--- src/rtl/mmx_scoreboard.sv ---
// Pending-write scoreboard for the eight MMX registers: counts issued-but-not-written-back
// writes per register and stalls decode on RAW hazards or a full destination counter.
// Optional build macro MMX_WB_BYPASS_EN: hazard checks see this cycle's writeback (0-cycle release).
module mmx_scoreboard #(
  parameter int unsigned CNT_W  = 2,
  parameter int unsigned NUM_MM = 8
) (
  input  logic       clk,
  input  logic       rst,
  input  logic       issue_v,
  input  logic       mm1_needed,
  input  logic       mm2_needed,
  input  logic [2:0] mm1,
  input  logic [2:0] mm2,
  input  logic       ld_mm,
  input  logic [2:0] dmm,
  input  logic       wb_v,
  input  logic [2:0] wb_mm,
  input  logic       flush,
  output logic       stall,
  output logic       issue_ack,
  output logic [7:0] busy_vec,
  output logic       wb_err
);

  localparam logic [CNT_W-1:0] CntMax  = '1;
  localparam logic [CNT_W-1:0] CntZero = '0;
  localparam logic [CNT_W-1:0] CntOne  = CntZero + 1'b1;

  logic [CNT_W-1:0]  cnt_q   [NUM_MM];
  logic [CNT_W-1:0]  cnt_d   [NUM_MM];
  logic [CNT_W-1:0]  cnt_eff [NUM_MM];
  logic [NUM_MM-1:0] inc, dec;
  logic [NUM_MM-1:0] busy_q, busy_d;
  logic              wb_err_q, wb_err_d;
  logic              src1_haz, src2_haz, dst_full;

  // Decrement is guarded so a stray writeback can never underflow a counter.
  always_comb begin
    for (int i = 0; i < NUM_MM; i++) begin
      dec[i] = wb_v & (wb_mm == 3'(i)) & (cnt_q[i] != CntZero);
`ifdef MMX_WB_BYPASS_EN
      cnt_eff[i] = dec[i] ? cnt_q[i] - CntOne : cnt_q[i];
`else
      cnt_eff[i] = cnt_q[i];
`endif
    end
  end

  // Hazards use pre-flush state even when a flush is present.
  always_comb begin
    src1_haz  = mm1_needed & (cnt_eff[mm1] != CntZero);
    src2_haz  = mm2_needed & (cnt_eff[mm2] != CntZero);
    dst_full  = ld_mm & (cnt_eff[dmm] == CntMax);
    stall     = issue_v & (src1_haz | src2_haz | dst_full);
    issue_ack = issue_v & ~stall;
  end

  always_comb begin
    for (int i = 0; i < NUM_MM; i++) begin
      inc[i]   = issue_ack & ld_mm & (dmm == 3'(i));
      cnt_d[i] = cnt_q[i];
      if (flush) begin
        cnt_d[i] = CntZero;
      end else if (inc[i] & ~dec[i]) begin
        cnt_d[i] = cnt_q[i] + CntOne;
      end else if (dec[i] & ~inc[i]) begin
        cnt_d[i] = cnt_q[i] - CntOne;
      end
      busy_d[i] = (cnt_d[i] != CntZero);
    end
    // A flush discards the same-cycle writeback, including its error check.
    wb_err_d = wb_err_q | (~flush & wb_v & (cnt_q[wb_mm] == CntZero));
  end

  always_ff @(posedge clk) begin
    if (rst) begin
      for (int i = 0; i < NUM_MM; i++) cnt_q[i] <= CntZero;
      busy_q   <= '0;
      wb_err_q <= 1'b0;
    end else begin
      for (int i = 0; i < NUM_MM; i++) cnt_q[i] <= cnt_d[i];
      busy_q   <= busy_d;
      wb_err_q <= wb_err_d;
    end
  end

  assign busy_vec = busy_q;
  assign wb_err   = wb_err_q;

endmodule
--- config.mk ---
export PLATFORM = sky130hd
export DESIGN_NAME = mmx_scoreboard
export DESIGN_NICKNAME = d
export VERILOG_FILES = /design/src/rtl/mmx_scoreboard.sv
export SDC_FILE = /design/constraint.sdc
export NUM_CORES = 1
export LEC_CHECK = 0
export ABC_AREA = 1
export CAP_MARGIN = 20
export CORE_ASPECT_RATIO = 1.4
export CORE_MARGIN = 4
export CORE_UTILIZATION = 35
export CTS_BUF_LIST = sky130_fd_sc_hd__clkbuf_8 sky130_fd_sc_hd__clkbuf_16
export CTS_CLUSTER_DIAMETER = 200
export CTS_CLUSTER_SIZE = 16
export DETAILED_ROUTE_END_ITERATION = 6
export PLACE_DENSITY = 0.65
export SLEW_MARGIN = 15
export SYNTH_ARGS = -nofsm -noshare
export SYNTH_HDL_FRONTEND = slang
export SYNTH_SLANG_ARGS = --single-unit
--- constraint.sdc ---
create_clock -name clk -period 2.2 [get_ports clk]
set_clock_uncertainty 0.15 [all_clocks]
set_input_delay 0.33 -clock clk [delete_from_list [all_inputs] [get_ports clk]]
set_output_delay 0.33 -clock clk [all_outputs]
set_load 0.01 [all_outputs]
==> results.json, run 1 <==
{
  "yosys.area.top_type": "dfxtp_1",
  "status": "completed",
  "maxCapViolCount": 0,
  "cts_buffers": 3,
  "antenna_left": 0,
  "ctsHoldBuffers": 0,
  "comb_power_share": 0.226,
  "htreeDepth": 1,
  "clk_latency_ns": 0.27,
  "ir_drop_mv": 0.176,
  "layout-drive-gt1-share": 0.187,
  "num_antenna_cells": 0,
  "synth_top_cells_by_area": "dfxtp_1, nand2_1, inv_1, nand3_1, ha_1",
  "internal_power_uw": 678,
  "area_growth_pct": 28.3,
  "p_sw_uw": 267,
  "crit_path_top_delay_cell": "dfxtp_1",
  "hold_ws_ns": 0.302,
  "synthXorXnorAreaFrac": 0,
  "synthSimpleGateAreaFrac": 0.541,
  "fmax_mhz": 487,
  "dominantRegCellSynth": "dfxtp_1",
  "synth.most_common_cell": "nand2_1",
  "p_leak_nw": 1.37,
  "placed_cells": 446,
  "start_util": 0.363,
  "overflow": 0,
  "syn_avg_cell_area_sq_um": 6.00,
  "synth-compound-area-share": 0.0229,
  "synth_edf_count": 0,
  "yosys.area_share.adder": 0.0495,
  "die_h_um": 97.9,
  "grt_pass1_wl_um": 8780,
  "port_buffers": 30,
  "finalNonFillerCells": 454,
  "clock_path_buffers": 2,
  "netlist_area_sq_um": 2020,
  "num_io_pins": 31,
  "grt_pass1_vias": 2057,
  "vias": 2200,
  "grt_max_degree": 17,
  "fin_crit_ns": 2.05,
  "drc": 0,
  "worstPathRequired_ns": 1.72,
  "startpoint_type": "flip-flop",
  "clkPwrFrac": 0.287,
  "hold_path.class": "flip-flop to flip-flop",
  "cp-end-kind": "output port",
  "antenna_found_initial": 0,
  "first_iter_violations": 73,
  "seq_power_share": 0.487,
  "synthMuxAreaShare": 0,
  "tightest_slew_ns": 0.307,
  "crit_chain": "nor2_2, nand2_1, nand3_1, nand3b_1, nand3_2, nand2_2, nor2_4, nor2_1, buf_2",
  "cts_tree": "done",
  "cp_top_family": "simple AND/OR/NAND/NOR gates",
  "hold_viol_final": 0,
  "powerDensity_nw_per_um2": 365,
  "min_period_over_period": 0.932,
  "synthCells": 337,
  "dieArea_sq_um": 7070,
  "synth_common_cells": "nand2_1, inv_1, nand3_1",
  "relSlewSlack": 0.794,
  "die_w_um": 72.2,
  "gp_congestion": 0.867,
  "max_stage_delay_ns": 0.36,
  "regToRegSetupSlack_ns": 0.21,
  "async_reset_ff_frac": 0,
  "clkTransAtPathRegs_ns": 0.08,
  "nets": 415,
  "viasPerCell": 4.85,
  "cts.sinks": 25,
  "core-area_sq_um": 5570,
  "setup_viol_count_final": 0,
  "stdcell_area_sq_um": 2590,
  "synth_cell_type_count": 27,
  "synthDominantCellAreaShare": 0.248,
  "drt_wl_total_um": 5180,
  "crit_buf_inv": 1,
  "critPathArrivalTime_ns": 1.57,
  "synth_top_family_by_area": "simple AND/OR/NAND/NOR gates",
  "ys_warn_count": 0,
  "rows": 32,
  "grt_usage": 0.152,
  "switching_share": 0.283,
  "dpl.hpwl_um": 4100,
  "rsz0062_at_grt": "no",
  "drtPass1Iterations": 5,
  "synth_seq_cells": 25,
  "path_class": "flip-flop to output port",
  "place_area_sq_um": 2480,
  "worstPathMaxFanout": 4,
  "slew_violations": 0,
  "synth_nets": 365,
  "ys_seq_area_frac": 0.248,
  "clockRootBuffer": "clkbuf_8",
  "p_total_uw": 945,
  "post_drt_wl_per_cell_um": 11.4,
  "fin_util": 0.466
}
-- registers in the layout (all words and copies together) (netlist names) --
register,cells
busy_vec,8
cnt_q,16
wb_err,1
-- cell families (layout without fill, tap and decap cells) --
group                      count (synthesis)  in the layout
and+or+nand+nor                          227            227
buffers and inverters                     69            118
DFF                                       25             25
adders and majority gates                  8              8
AOI/OAI and AO/OA                          8              8
-- area by class of cell --
| class | instances | area [sq um] |
|---|---|---|
| well taps | 68 | 85.1 |
| inverters | 64 | 240 |
| fillers | 606 | 2970 |
| repair buffers | 50 | 447 |
| clock buffers | 3 | 41.3 |
| multi-input cells | 243 | 1270 |
| flip-flops and latches | 25 | 507 |
| clock inverters | 1 | 3.75 |
-- through the flow --
stage,worst slack [ns],setup TNS (ns)
after floorplan,0.462,0
after global placement,-0.526,-8.59
after detailed placement,-0.556,-9.17
after CTS,0.0673,0
after global routing,0.00973,0
final,0.149,0
-- routing by layer --
layer / track usage / share of wire
met5: 0 / 0
met4: 0.0593 / 0.019
met3: 0.0227 / 0.057
met2: 0.263 / 0.49
met1: 0.186 / 0.44
-- worst register-to-register path: stages (launching register included) --
cell and delay (ns):
dfxtp_1 0.36, nor2_2 0.20, nand2_1 0.08, nand3_1 0.09
nand3b_1 0.09, nand3_2 0.13, nand2_2 0.08, nor2_4 0.09
buf_6 0.14, nand4_1 0.10, nand2_2 0.11, nand2_1 0.05
nand2_1 0.06, nand2_1 0.04, nand2_1 0.07, nand2_1 0.06
-- cell usage in the layout (no fill, tap or decap), drive strengths merged --
cell type,n
clkbuf,4
clkdlybuf4s50,24
nand3b,2
nand4,16
nor3,9
dfxtp,25
buf,22
inv,65
o22ai,2
nand2,132
dlygate4sd2,2
o21ai,4
a21oi,2
ha,8
nand3,38
nor2,29
nor4,1
dlymetal6s2s,1
-- worst paths after layout --
kind                          startpoint                     end  cells after the start
hold / removal         wb_err$_SDFF_PP0_       wb_err$_SDFF_PP0_                      2
setup reg to reg  cnt_q[1][0]$_SDFF_PP0_  busy_vec[5]$_SDFF_PP0_                     15
hold reg to reg        wb_err$_SDFF_PP0_       wb_err$_SDFF_PP0_                      2
setup / recovery  cnt_q[1][0]$_SDFF_PP0_                   stall                      9
-- timing repair --
item	CTS	global route
buffers inserted	1	3
endpoints found under the setup margin	26	26
cloned	0	0
gates resized for setup	14	22
pin swaps	3	4
endpoints found under the hold margin	0	0
-- power by group through the flow --
stage	Sequential [mW]	Clock [mW]	Combinational [mW]
finish	0.460	0.271	0.214
CTS	0.460	0.288	0.205
floorplan	0.471	0	0.109
global route	0.461	0.303	0.235
detailed placement	0.470	0	0.206
global placement	0.470	0	0.204
(Power assumes the default switching activity.)
==> inputs of run 2 (changes only) <==
--- a/config.mk
+++ b/config.mk
@@ -6,12 +6,13 @@
 export NUM_CORES = 1
 export LEC_CHECK = 0
 export ABC_AREA = 1
+export ABC_CLOCK_PERIOD_IN_PS = 2200
 export CAP_MARGIN = 20
 export CORE_ASPECT_RATIO = 1.4
 export CORE_MARGIN = 4
 export CORE_UTILIZATION = 35
 export CTS_BUF_LIST = sky130_fd_sc_hd__clkbuf_8 sky130_fd_sc_hd__clkbuf_16
-export CTS_CLUSTER_DIAMETER = 200
+export CTS_CLUSTER_DIAMETER = 30
 export CTS_CLUSTER_SIZE = 16
 export DETAILED_ROUTE_END_ITERATION = 6
 export PLACE_DENSITY = 0.65
==> results of run 2 <==
Final layout, timing and power as in run 1 (identical DEF).
